$ cat src/rtl/lr_infer_ctrl_if.sv
// Bus bundle for lr_infer_ctrl: parameter/feature RAM read port and the
// labelled-result valid/ready port. The controller uses the master view,
// RAMs and the result consumer use the slave view.
interface lr_infer_ctrl_if #(
    parameter int unsigned DW  = 16,
    parameter int unsigned AW  = 5,
    parameter int unsigned XAW = 9,
    parameter int unsigned SW  = 4
);
    // RAM read side (sync read, data valid the cycle after rd_en)
    logic           rd_en;
    logic [AW-1:0]  w_addr;
    logic [XAW-1:0] x_addr;
    logic [DW-1:0]  w_data;
    logic [DW-1:0]  x_data;

    // result side
    logic           res_valid;
    logic           res_ready;
    logic           res_ypred;
    logic [11:0]    res_prob;
    logic [SW-1:0]  res_idx;

    modport master (
        output rd_en, w_addr, x_addr,
        input  w_data, x_data,
        output res_valid, res_ypred, res_prob, res_idx,
        input  res_ready
    );

    modport slave (
        input  rd_en, w_addr, x_addr,
        output w_data, x_data,
        input  res_valid, res_ypred, res_prob, res_idx,
        output res_ready
    );
endinterface

$ cat src/rtl/lr_infer_ctrl.sv
// Logistic-regression inference sequencer. For each sample of a batch it
// streams N_FEAT weight/feature pairs out of the RAMs, accumulates their
// sign-magnitude products, adds the bias, maps the sum through a 12-level
// piecewise sigmoid and presents one labelled result on a valid/ready port.
module lr_infer_ctrl #(
    parameter int unsigned          N_FEAT = 30,
    parameter int unsigned          DW     = 16,
    parameter int unsigned          AW     = 5,
    parameter int unsigned          SW     = 4,
    parameter int unsigned          XAW    = 9,
    parameter int unsigned          ACC_W  = 40,
    parameter logic signed [DW-1:0] BIAS   = 16'sd434
) (
    input  logic            clk,
    input  logic            rst,
    input  logic            start,
    input  logic [SW-1:0]   n_samples,
    output logic            busy,
    output logic            done,
    lr_infer_ctrl_if.master bus
);
    localparam int unsigned PW = 2 * (DW - 1);

    typedef enum logic [2:0] {
        S_IDLE,
        S_FETCH,
        S_DRAIN,
        S_BIAS,
        S_ACT,
        S_OUT,
        S_FIN
    } state_t;

    state_t                  state;
    logic [AW-1:0]           i;
    logic [SW-1:0]           s;
    logic [SW-1:0]           n_lat;
    logic [XAW-1:0]          x_base;
    logic                    rd_en_d;
    logic signed [ACC_W-1:0] acc;

    logic [PW-1:0]           prod;
    logic signed [ACC_W-1:0] prod_ext;
    logic signed [ACC_W-1:0] bias_ext;
    logic                    neg_term;
    logic                    last_feat;
    logic                    last_sample;
    logic [XAW-1:0]          next_base;
    logic [11:0]             prob_next;

    function automatic logic signed [ACC_W-1:0] thr(input int v);
        return ACC_W'(v);
    endfunction

    // Piecewise sigmoid on the full-width accumulator, half-open intervals [lo,hi)
    function automatic logic [11:0] sigmoid12(input logic signed [ACC_W-1:0] a);
        if      (a < thr(-12288)) return 12'd41;
        else if (a < thr(-8192))  return 12'd205;
        else if (a < thr(-6963))  return 12'd614;
        else if (a < thr(-5325))  return 12'd819;
        else if (a < thr(-3277))  return 12'd1229;
        else if (a < thr(-1638))  return 12'd1638;
        else if (a < thr(410))    return 12'd2048;
        else if (a < thr(2048))   return 12'd2458;
        else if (a < thr(3686))   return 12'd2867;
        else if (a < thr(5734))   return 12'd3277;
        else if (a < thr(7373))   return 12'd3482;
        else                      return 12'd3686;
    endfunction

    assign bus.w_addr = i;

    // Magnitude product, sign decision, bias extension and sigmoid lookup
    always_comb begin
        prod        = {{(DW-1){1'b0}}, bus.w_data[DW-2:0]} *
                      {{(DW-1){1'b0}}, bus.x_data[DW-2:0]};
        prod_ext    = {{(ACC_W-PW){1'b0}}, prod};
        neg_term    = bus.w_data[DW-1] ^ bus.x_data[DW-1];
        bias_ext    = {{(ACC_W-DW){BIAS[DW-1]}}, BIAS};
        last_feat   = (i == AW'(N_FEAT - 1));
        last_sample = (s == n_lat - SW'(1));
        next_base   = x_base + XAW'(N_FEAT);
        prob_next   = sigmoid12(acc);
    end

    // Sequencer FSM with registered outputs; the MAC runs one cycle behind rd_en
    always_ff @(posedge clk) begin
        if (rst) begin
            state         <= S_IDLE;
            busy          <= 1'b0;
            done          <= 1'b0;
            bus.rd_en     <= 1'b0;
            bus.x_addr    <= '0;
            bus.res_valid <= 1'b0;
            bus.res_ypred <= 1'b0;
            bus.res_prob  <= '0;
            bus.res_idx   <= '0;
            i             <= '0;
            s             <= '0;
            n_lat         <= '0;
            x_base        <= '0;
            rd_en_d       <= 1'b0;
            acc           <= '0;
        end else begin
            done    <= 1'b0;
            rd_en_d <= bus.rd_en;
            // data returned for the previous read strobe; -0 gives a zero product
            if (rd_en_d) begin
                if (neg_term) acc <= acc - prod_ext;
                else          acc <= acc + prod_ext;
            end

            case (state)
                S_IDLE: begin
                    if (start) begin
                        n_lat  <= n_samples;
                        s      <= '0;
                        i      <= '0;
                        acc    <= '0;
                        x_base <= '0;
                        if (n_samples != '0) begin
                            state      <= S_FETCH;
                            busy       <= 1'b1;
                            bus.rd_en  <= 1'b1;
                            bus.x_addr <= '0;
                        end else begin
                            state <= S_FIN;
                            done  <= 1'b1;
                        end
                    end
                end

                S_FETCH: begin
                    if (last_feat) begin
                        state     <= S_DRAIN;
                        bus.rd_en <= 1'b0;
                    end else begin
                        i          <= i + AW'(1);
                        bus.x_addr <= bus.x_addr + XAW'(1);
                    end
                end

                S_DRAIN: state <= S_BIAS;

                S_BIAS: begin
                    acc   <= acc + bias_ext;
                    state <= S_ACT;
                end

                S_ACT: begin
                    bus.res_prob  <= prob_next;
                    bus.res_ypred <= (prob_next > 12'd2048);
                    bus.res_idx   <= s;
                    bus.res_valid <= 1'b1;
                    state         <= S_OUT;
                end

                S_OUT: begin
                    if (bus.res_ready) begin
                        bus.res_valid <= 1'b0;
                        if (!last_sample) begin
                            s          <= s + SW'(1);
                            i          <= '0;
                            acc        <= '0;
                            x_base     <= next_base;
                            bus.x_addr <= next_base;
                            bus.rd_en  <= 1'b1;
                            state      <= S_FETCH;
                        end else begin
                            busy  <= 1'b0;
                            done  <= 1'b1;
                            state <= S_FIN;
                        end
                    end
                end

                S_FIN: state <= S_IDLE;

                default: state <= S_IDLE;
            endcase
        end
    end
endmodule

$ cat src/flat_wrapper.sv
// flat-port wrapper written by rule: the top's interface ports become plain ports
module lr_infer_ctrl_flat 
#(
    parameter int unsigned          N_FEAT = 30,
    parameter int unsigned          DW     = 16,
    parameter int unsigned          AW     = 5,
    parameter int unsigned          SW     = 4,
    parameter int unsigned          XAW    = 9,
    parameter int unsigned          ACC_W  = 40,
    parameter logic signed [DW-1:0] BIAS   = 16'sd434
)
  (clk, rst, start, n_samples, busy, done, bus_rd_en, bus_w_addr, bus_x_addr, bus_w_data, bus_x_data, bus_res_valid, bus_res_ypred, bus_res_prob, bus_res_idx, bus_res_ready);
  lr_infer_ctrl_if #(.DW(DW), .AW(AW), .XAW(XAW), .SW(SW)) bus_i ();
  input  logic clk;
  input  logic rst;
  input  logic start;
  input  logic [SW-1:0] n_samples;
  output logic busy;
  output logic done;
  output wire logic [$bits(bus_i.rd_en)-1:0] bus_rd_en;
  output wire logic [$bits(bus_i.w_addr)-1:0] bus_w_addr;
  output wire logic [$bits(bus_i.x_addr)-1:0] bus_x_addr;
  input wire logic [$bits(bus_i.w_data)-1:0] bus_w_data;
  input wire logic [$bits(bus_i.x_data)-1:0] bus_x_data;
  output wire logic [$bits(bus_i.res_valid)-1:0] bus_res_valid;
  output wire logic [$bits(bus_i.res_ypred)-1:0] bus_res_ypred;
  output wire logic [$bits(bus_i.res_prob)-1:0] bus_res_prob;
  output wire logic [$bits(bus_i.res_idx)-1:0] bus_res_idx;
  input wire logic [$bits(bus_i.res_ready)-1:0] bus_res_ready;
  assign bus_rd_en = bus_i.rd_en;
  assign bus_w_addr = bus_i.w_addr;
  assign bus_x_addr = bus_i.x_addr;
  assign bus_i.w_data = bus_w_data;
  assign bus_i.x_data = bus_x_data;
  assign bus_res_valid = bus_i.res_valid;
  assign bus_res_ypred = bus_i.res_ypred;
  assign bus_res_prob = bus_i.res_prob;
  assign bus_res_idx = bus_i.res_idx;
  assign bus_i.res_ready = bus_res_ready;
  lr_infer_ctrl #(.N_FEAT(N_FEAT), .DW(DW), .AW(AW), .SW(SW), .XAW(XAW), .ACC_W(ACC_W), .BIAS(BIAS)) u_core (.clk(clk), .rst(rst), .start(start), .n_samples(n_samples), .busy(busy), .done(done), .bus(bus_i));
endmodule
$ cat config.mk
export PLATFORM = sky130hd
export DESIGN_NAME = lr_infer_ctrl_flat
export DESIGN_NICKNAME = d
export VERILOG_FILES = /design/src/rtl/lr_infer_ctrl_if.sv /design/src/rtl/lr_infer_ctrl.sv /design/src/flat_wrapper.sv
export SDC_FILE = /design/constraint.sdc
export NUM_CORES = 1
export LEC_CHECK = 0
export ABC_AREA = 1
export CAP_MARGIN = 10
export CORE_ASPECT_RATIO = 1.4
export CORE_MARGIN = 2
export CORE_UTILIZATION = 25
export DETAILED_ROUTE_END_ITERATION = 6
export GPL_TIMING_DRIVEN = 0
export SLEW_MARGIN = 5
export SYNTH_ARGS = -nofsm -noshare
export SYNTH_HDL_FRONTEND = slang
export SYNTH_SLANG_ARGS = --single-unit
$ cat constraint.sdc
create_clock -name clk -period 10.34 [get_ports clk]
set_clock_uncertainty 0.05 [all_clocks]
set_input_delay 2.068 -clock clk [delete_from_list [all_inputs] [get_ports clk]]
set_output_delay 2.068 -clock clk [all_outputs]
set_load 0.01 [all_outputs]
==> results.md, run 1 <==
- Crit Path Category: in2reg
- # diodes: 0
- Gpl congestion: 0.8792
- TritonCTS Sinks: 93
- Die height: 315.5 um
- CP arrival: 10.21 ns
- Flop2flop setup slack: 7.04 ns
- Layout area overhead: 14.48%
- Synth Warn #: 0
- Nets: 3118
- Layout cell share with drive strength beyond 1: 0.07612
- F_max: 99.61 MHz
- Global-route wire length before repair: 83040 um
- Adder-cell share of the synthesized area: 0.2967
- Max Cap Violations: 0
- Top cell by count, worst path: inv_1
- Clock Latency Late Sink: 0.35 ns
- HP Class: reg2reg
- Register bit total from synthesis: 93
- IO Count: 75
- Slew margin rel.: 0.5062
- Post-synth EDFFs: 0
- Post-synthesis sequential area ratio: 0.1075
- Critical Path Sink Type: flop
- DR vias: 16610
- Row count: 114
- Die X: 226.5 um
- CP max stage cell: fa_1
- Post-synthesis compound-gate area fraction: 0.1291
- Syn nets: 3031
- Worst Setup Start Kind: input port
- Status: complete, no violations
- Gr ovfl total: 0
- Root buffer cell: clkbuf_16
- Initial antenna violation count: 0
- HPWL after DPL: 44010 um
- Post-Synth Simple-Gate Area: 0.2780
- Initial core utilization: 0.2515
- Distinct cell type count after synthesis: 62
- Min Tclk post-route: 10.04 ns
- DRC violations left: 0
- Hold path depth: 1
- GRT Util Overall: 0.1447
- Vias per cell: 4.489
- Buffers added on ports: 74
- Largest net degree at the start of global routing: 16
- Post-Route WL: 51060 um
- Crit-path max FO: 10
- Core box area: 68890 um^2
- Cells after synthesis: 2681
- CTS H-tree depth: 3
- Placed instance area: 19230 um^2
- Final Hold Viols: 0
- Cts bufs inserted: 9
- Mapped Area: 17330 um^2
- Worst path bufs/invs: 13
- Maximum clock path buffer count: 2
- CTS tree: yes
- Syn Area/Cell: 6.462 um^2
- WL/cell: 13.80 um
- Synth Area in XOR/XNOR: 0.03257
- Async S/R FF share, synth: 0
- Family with the most delay on the worst path: adder cells
- Largest family of logic cells by synthesized area: adder cells
- Drt first pass iters: 5
- Vias in the first global route: 16590
- Die area: 71450 um^2
- Final Setup Violations: 0
- Final Max Tran Viols: 0
- Multiplexer share of the synthesized area: 0
- Max incr delay on CP: 0.54 ns
- Final Cycle Share: 0.9709
- Routed Antenna Nets: 0
- Total Neg Setup Slack: 0 ns
- Most common flop cell mapped by yosys: dfxtp_1
- Worst slew pin tran: 0.7406 ns
- R2R cell count: 16
- Final Instance Area: 19830 um^2
- Worst EP required: 10.51 ns
- Number of cells on the critical path: 45
- 1st-iter DRT viols: 751
- Clk slew on worst S/H paths: 0.07 ns
cells in the mapped netlist, types with 5 or more instances:
library cell | n | area share
xor2_1 | 39 | 0.020
xnor2_1 | 18 | 0.0091
o21bai_1 | 9 | 0.0039
ha_1 | 142 | 0.10
o21ai_1 | 5 | 0.0014
nand2_2 | 19 | 0.0069
o31ai_1 | 8 | 0.0035
nand3_1 | 119 | 0.034
nor2_2 | 13 | 0.0047
a211oi_1 | 12 | 0.0052
dfxtp_1 | 93 | 0.11
nor4_1 | 8 | 0.0029
clkbuf_1 | 50 | 0.011
a21o_1 | 8 | 0.0035
or2_2 | 14 | 0.0051
fa_1 | 168 | 0.19
a31oi_1 | 14 | 0.0051
o211ai_1 | 40 | 0.017
o21ai_0 | 89 | 0.026
nor3_1 | 35 | 0.010
inv_2 | 11 | 0.0024
buf_2 | 6 | 0.0017
buf_4 | 5 | 0.0022
nand4_1 | 30 | 0.011
nor2_1 | 174 | 0.038
a21oi_1 | 172 | 0.050
nand2_1 | 684 | 0.15
inv_1 | 624 | 0.14
cell type report:
type / instances / area (um^2)
Fill cell: 7703 / 49060
Multi-Input combinational cell: 1881 / 12990
Inverter: 638 / 2395
Sequential cell: 93 / 1862
Tap cell: 928 / 1161
Timing Repair Buffer: 77 / 646.9
Buffer: 68 / 462.9
Clock buffer: 9 / 225.2
Clock inverter: 6 / 88.84
cells in the final DEF, fill, tap and decap left out, types with 18 or more instances in the layout:
| master | synthesis | final |
|---|---|---|
| nand2_1 | 684 | 677 |
| inv_1 | 624 | 624 |
| fa_1 | 168 | 168 |
| nor2_1 | 174 | 167 |
| a21oi_1 | 172 | 167 |
| ha_1 | 142 | 135 |
| nand3_1 | 119 | 116 |
| dfxtp_1 | 93 | 93 |
| o21ai_0 | 89 | 87 |
| clkdlybuf4s50_1 | 0 | 44 |
| o211ai_1 | 40 | 40 |
| xor2_1 | 39 | 36 |
| nor3_1 | 35 | 34 |
| nand4_1 | 30 | 30 |
| clkbuf_2 | 1 | 26 |
| nand2_2 | 19 | 26 |
| clkbuf_1 | 50 | 20 |
| xnor2_1 | 18 | 18 |
per-layer routing:
metal / track usage / share of wire / vias to the layer above
met5: 0 / 0 / -
met3: 0.007620 / 0.029 / 108
met1: 0.1676 / 0.42 / 7658
met4: 0.06579 / 0.048 / 0
met2: 0.2715 / 0.51 / 366
li1: - / - / 8478
state kept, by name, indices dropped and copies added (netlist names):
| name | flops |
|---|---|
| u_core.bus.res_prob | 10 |
| u_core.bus.w_addr | 5 |
| u_core.bus.res_idx | 4 |
| u_core.busy | 1 |
| u_core.done | 1 |
| u_core.bus.res_ypred | 1 |
| u_core.bus.rd_en | 1 |
| u_core.x_base | 8 |
| u_core.bus.res_valid | 1 |
| u_core.bus.x_addr | 9 |
| u_core.state | 3 |
| u_core.s | 4 |
| u_core.rd_en_d | 1 |
| u_core.acc | 40 |
| u_core.n_lat | 4 |
repair_timing:
item                                   4_1_cts  5_1_grt
hold buffers                                 0        0
buffers inserted                             0        3
gates resized for setup                     93      118
endpoints found under the hold margin        0        0
pin swaps                                    2       10
setup endpoints to repair                   17       18
worst paths after layout:
| kind | end | start |
|---|---|---|
| max reg2reg | u_core.acc[32]$_SDFF_PP0_ | u_core.acc[0]$_SDFFE_PP0N_ |
| max | u_core.acc[30]$_SDFF_PP0_ | bus_x_data[2] |
| min | u_core.x_base[1]$_SDFFE_PP0P_ | u_core.x_base[1]$_SDFFE_PP0P_ |
| min reg2reg | u_core.x_base[1]$_SDFFE_PP0P_ | u_core.x_base[1]$_SDFFE_PP0P_ |
logic make-up after synthesis:
family / after synthesis
AND/OR/NAND/NOR: 1127
buffers and inverters: 707
AO/OA/AOI/OAI: 383
adder cells (fa/ha/maj): 310
flip-flops: 93
XOR/XNOR: 61
metrics by stage:
step / cells / worst slack (ns) / hold WS (ns) / utilization
after floorplan: 2681 / 1.061 / 0.3762 / -
after global placement: 3683 / -1.032 / 0.3921 / 0.2791
after detailed placement: 3683 / -1.042 / 0.3995 / 0.2791
after CTS: 3698 / 0.007141 / 0.4095 / 0.2856
after global routing: 3700 / -0.1144 / 0.4348 / 0.2879
final: 3700 / 0.3010 / 0.4051 / 0.2879
worst register-to-register path, stage by stage, from the launching register on:
cell	delay (ns)
dfxtp_1	0.37
inv_1	0.10
ha_1	0.22
fa_1	0.41
inv_1	0.09
nand2_1	0.07
o21ai_1	0.32
a21oi_1	0.23
o21ai_1	0.33
a21oi_2	0.18
o21ai_2	0.20
nand2_1	0.08
nand2_1	0.10
xnor2_1	0.13
nand2_1	0.10
o211ai_1	0.12
a21oi_1	0.08
Power of run 1 is left out: the tool's default activity adds up to more than one toggle a clock period on the data nets, which glitch-free logic cannot reach.
==> run 2, diff against run 1 <==
--- a/config.mk
+++ b/config.mk
@@ -11,7 +11,9 @@
 export CORE_MARGIN = 2
 export CORE_UTILIZATION = 25
 export DETAILED_ROUTE_END_ITERATION = 6
+export GPL_ROUTABILITY_DRIVEN = 0
 export GPL_TIMING_DRIVEN = 0
+export PLACE_DENSITY = 0.46
 export SLEW_MARGIN = 5
 export SYNTH_ARGS = -nofsm -noshare
 export SYNTH_HDL_FRONTEND = slang
==> run 2 against run 1 <==
Against the previous run: count of clock-buffer cells in the layout increased by 3; cell count is essentially flat; maximum frequency grew 0.15%; sequential share of layout area is essentially flat; utilization about the same; non-clock buffer count unchanged; first-iteration DRC count down 26%; die area unchanged.
==> results.md, run 2 (synthesis results as in run 1) <==
- F_max: 99.76 MHz
- CP max stage cell: fa_1
- HPWL after DPL: 49320 um
- Final Setup Violations: 0
- Top cell by count, worst path: inv_1
- Die X: 226.5 um
- Cts bufs inserted: 9
- Row count: 114
- Routed Antenna Nets: 0
- DRC violations left: 0
- HP Class: reg2reg
- 1st-iter DRT viols: 555
- GR Util met2: 0.3261
- Commonest non-fill, non-tap cells in the layout: 677 x nand2_1, 624 x inv_1, 168 x fa_1, 166 x a21oi_1, 164 x nor2_1
- Hold WS: 0.4123 ns
- Buffers added on ports: 74
- Crit Path Category: in2reg
- Vias per cell: 4.447
- Largest net degree at the start of global routing: 16
- Met1 usage: 0.1712
- Core box area: 68890 um^2
- Maximum clock path buffer count: 2
- WL/cell: 15.26 um
- Global-route wire length before repair: 90170 um
- # diodes: 0
- Worst path bufs/invs: 11
- GRT Util Overall: 0.1616
- Gr ovfl total: 0
- Most flop-heavy register: u_core.acc
- Final Cycle Share: 0.9694
- Final Max Tran Viols: 0
- Status: complete, no violations
- DR vias: 16460
- Worst EP required: 10.52 ns
- Root buffer cell: clkbuf_16
- TritonCTS Sinks: 93
- Worst slew pin tran: 0.7925 ns
- Max Cap Violations: 0
- GR Util met3: 0.008921
- Max reg flops: 40
- Die height: 315.5 um
- Crit-path max FO: 10
- IO Count: 75
- Largest registers: u_core.acc (40), u_core.bus.res_prob (10), u_core.bus.x_addr (9)
- Final Instance Area: 19850 um^2
- Vias in the first global route: 17149
- Initial core utilization: 0.2515
- Initial antenna violation count: 0
- Nets: 3118
- Worst Setup Start Kind: input port
- Max incr delay on CP: 0.54 ns
- CTS H-tree depth: 3
- Slew margin rel.: 0.4717
- CP arrival: 10.21 ns
- Drt first pass iters: 5
- Layout area overhead: 14.59%
- Most Crowded Layer GR: met2
- CTS tree: yes
- Clock Latency Late Sink: 0.37 ns
- Critical Path Sink Type: flop
- Clk slew on worst S/H paths: 0.07 ns
- Final Hold Viols: 0
- Layout cell share with drive strength beyond 1: 0.07934
- Family with the most delay on the worst path: adder cells
- Placed instance area: 19230 um^2
- Post-Route WL: 56480 um
- Min Tclk post-route: 10.02 ns
- Commonest non-fill, non-tap cell in the layout: nand2_1
- Die area: 71450 um^2
==> run 2: cell types whose count changed in the layout (fill, tap and decap cells not counted), sizes merged <==
cell / change
buf: +9
bufinv: -1
clkbuf: -7
clkdlybuf4s15: +5
clkinv: +1
clkinvlp: -2
dlygate4sd2: -1
dlymetal6s2s: -3
==> run 2: final timing paths <==
kind,slack (ns),start,cells after the start,endpoint
max,0.32,bus_x_data[0],42,u_core.acc[36]$_SDFF_PP0_
min,0.41,u_core.x_base[1]$_SDFFE_PP0P_,1,u_core.x_base[1]$_SDFFE_PP0P_
max reg2reg,6.99,u_core.acc[2]$_SDFF_PP0_,14,u_core.acc[31]$_SDFF_PP0_
min reg2reg,0.41,u_core.x_base[1]$_SDFFE_PP0P_,1,u_core.x_base[1]$_SDFFE_PP0P_
==> run 2: worst reg2reg max path: stages (launching register included) <==
cell and delay [ns]:
dfxtp_1 0.39, ha_1 0.40, nand3_1 0.09, nand2_1 0.23
a21oi_1 0.17, o21ai_2 0.40, nand2_1 0.09, nand2_1 0.07
inv_1 0.08, o21ai_0 0.52, nand3_1 0.20, a21oi_1 0.17
nand3b_1 0.17, o211ai_1 0.11, a21oi_1 0.14
==> run 2: metal layers <==
| layer | part of all wire | up-vias |
|---|---|---|
| met5 | 0 | - |
| met4 | 0.040 | 0 |
| met3 | 0.020 | 93 |
| met2 | 0.54 | 284 |
| met1 | 0.40 | 7596 |
| li1 | - | 8487 |
==> run 2: area by class of cell <==
cell class | instances | area [um^2]
Clock buffer | 12 | 266.5
Fill cell | 7842 | 49040
Buffer | 67 | 488.0
Inverter | 638 | 2395
Sequential cell | 93 | 1862
Multi-Input combinational cell | 1881 | 12980
Tap cell | 928 | 1161
Clock inverter | 4 | 45.04
Timing Repair Buffer | 78 | 659.4
==> run 2: metrics by stage <==
stage / setup WS (ns) / utilization / instances / TNS [ns]
after floorplan: 1.061 / - / 2681 / 0
after global placement: -1.208 / 0.2791 / 3683 / -16.07
after detailed placement: -1.205 / 0.2791 / 3683 / -16.09
after CTS: 0.001465 / 0.2861 / 3698 / 0
after global routing: -0.04039 / 0.2882 / 3701 / -0.04831
final: 0.3159 / 0.2882 / 3701 / 0
==> run 2: timing repair <==
item,CTS,global route
hold buffers,0,0
setup endpoints to repair,19,19
setup buffers,0,4
pin swaps,1,8
resized for setup,120,112
Power of run 2 is left out for the same reason.
==> run 3, diff against run 2 <==
--- a/config.mk
+++ b/config.mk
@@ -7,7 +7,7 @@
 export LEC_CHECK = 0
 export ABC_AREA = 1
 export CAP_MARGIN = 10
-export CORE_ASPECT_RATIO = 1.4
+export CORE_ASPECT_RATIO = 1.5
 export CORE_MARGIN = 2
 export CORE_UTILIZATION = 25
 export DETAILED_ROUTE_END_ITERATION = 6
@@ -18,3 +18,4 @@
 export SYNTH_ARGS = -nofsm -noshare
 export SYNTH_HDL_FRONTEND = slang
 export SYNTH_SLANG_ARGS = --single-unit
+export TNS_END_PERCENT = 5
==> run 3 against run 2 <==
Against the previous run: register-to-register slack lost 0.02 ns; cell area is essentially flat; highest routed layer unchanged; utilization increased by 0.066 points; sequential share of layout area is essentially flat; routed wire length up 0.19%; count of clock-buffer cells in the layout is 2 lower; critical path depth unchanged; cell count shrank 0.73%; non-clock buffer count up 1; sequential cell count unchanged.
==> results.md, run 3 (synthesis results as in run 1) <==
- Placed instance area: 19190 um^2
- Final Hold Viols: 0
- Final Instance Area: 19870 um^2
- Slew margin rel.: 0.4743
- Final Cycle Share: 0.9561
- Vias in the first global route: 17127
- Layout area overhead: 14.70%
- Status: complete, no violations
- # diodes: 0
- HPWL after DPL: 49610 um
- Die area: 71470 um^2
- Crit Path Category: in2reg
- WL/cell: 15.40 um
- Final Setup Violations: 0
- 1st-iter DRT viols: 560
- Post-Route WL: 56580 um
- GRT Util Overall: 0.1609
- Root buffer cell: clkbuf_16
- Top cell by count, worst path: inv_1
- CTS tree: yes
- Drt first pass iters: 5
- CP arrival: 10.07 ns
- Buffers added on ports: 74
- Initial antenna violation count: 0
- Worst EP required: 10.52 ns
- Worst Setup Start Kind: input port
- Worst slew pin tran: 0.7885 ns
- Area taken by multi-input logic gates: 13060 um^2
- Clock Latency Late Sink: 0.36 ns
- Most flop-heavy register: u_core.acc
- Routed Antenna Nets: 0
- FF+latch area: 1862 um^2
- CTS H-tree depth: 3
- Max incr delay on CP: 0.53 ns
- Clk slew on worst S/H paths: 0.07 ns
- Max reg flops: 40
- Filler Cell Count: 7945
- Max Cap Violations: 0
- Layout cell share with drive strength beyond 1: 0.08219
- Gr ovfl total: 0
- F_max: 101.2 MHz
- Core box area: 68800 um^2
- Die X: 218.9 um
- Final Max Tran Viols: 0
- Cts hold-fix bufs: 0
- Largest registers: u_core.acc (40), u_core.bus.res_prob (10), u_core.bus.x_addr (9)
- Min Tclk post-route: 9.886 ns
- Die height: 326.4 um
- CP max stage cell: fa_1
- Row count: 118
- DRC violations left: 0
- Initial core utilization: 0.2518
- Commonest non-fill, non-tap cell in the layout: nand2_1
- Nets: 3119
- Largest net degree at the start of global routing: 16
- Cts bufs inserted: 9
- Global-route wire length before repair: 89920 um
- Vias per cell: 4.466
- Commonest non-fill, non-tap cells in the layout: 674 x nand2_1, 624 x inv_1, 168 x fa_1, 164 x nor2_1, 162 x a21oi_1
- Crit-path max FO: 10
- Maximum clock path buffer count: 2
- TritonCTS Sinks: 93
- IO Count: 75
- Critical Path Sink Type: flop
- HP Class: reg2reg
- DR vias: 16408
==> run 3: worst max-delay path: cells and delay by family <==
family | cells | cell delay [ns]
XOR/XNOR | 2 | 0.26
AND/OR/NAND/NOR | 18 | 2.55
adder cells (fa/ha/maj) | 8 | 3.70
AO/OA/AOI/OAI | 3 | 0.42
buffers and inverters | 11 | 1.08
==> run 3: metrics by stage <==
stage / util / std cells / TNS [ns] / hold WS (ns) / worst slack [ns]
after detailed placement: 0.2790 / 3655 / -16.09 / 0.3984 / -1.187
after floorplan: - / 2681 / 0 / 0.3762 / 1.061
after global placement: 0.2790 / 3655 / -16.23 / 0.3906 / -1.251
after global routing: 0.2888 / 3674 / -0.08611 / 0.4270 / -0.06125
final: 0.2888 / 3674 / 0 / 0.4048 / 0.4540
after CTS: 0.2859 / 3672 / 0 / 0.4085 / 0.0004707
==> run 3: worst paths after layout <==
path                                       from                       endpoint  slack [ns]  depth (start not counted)
setup / recovery                  bus_x_data[0]      u_core.acc[36]$_SDFF_PP0_        0.45                         42
hold / removal    u_core.x_base[1]$_SDFFE_PP0P_  u_core.x_base[1]$_SDFFE_PP0P_        0.40                          1
setup reg to reg       u_core.acc[2]$_SDFF_PP0_      u_core.acc[31]$_SDFF_PP0_        6.97                         14
hold reg to reg   u_core.x_base[1]$_SDFFE_PP0P_  u_core.x_base[1]$_SDFFE_PP0P_        0.40                          1
==> run 3: layer usage <==
metal / track usage / part of all wire / vias up
met2: 0.3257 / 0.55 / 245
met4: 0.06830 / 0.043 / 0
met5: 0 / 0 / -
li1: - / - / 8480
met3: 0.007076 / 0.016 / 100
met1: 0.1681 / 0.39 / 7583
==> run 3: timing repair <==
item,in CTS,in global routing
setup buffers,1,2
resized for setup,111,133
pin swaps,1,11
setup endpoints to repair,20,18
==> run 3: cell type report <==
class | count | area share
Inverter | 638 | 0.1205
Tap cell | 900 | 0.05666
Multi-Input combinational cell | 1881 | 0.6573
Buffer | 69 | 0.02518
Timing Repair Buffer | 77 | 0.03192
Clock buffer | 10 | 0.01152
Sequential cell | 93 | 0.09369
Clock inverter | 6 | 0.003211
Power of run 3 is left out for the same reason.
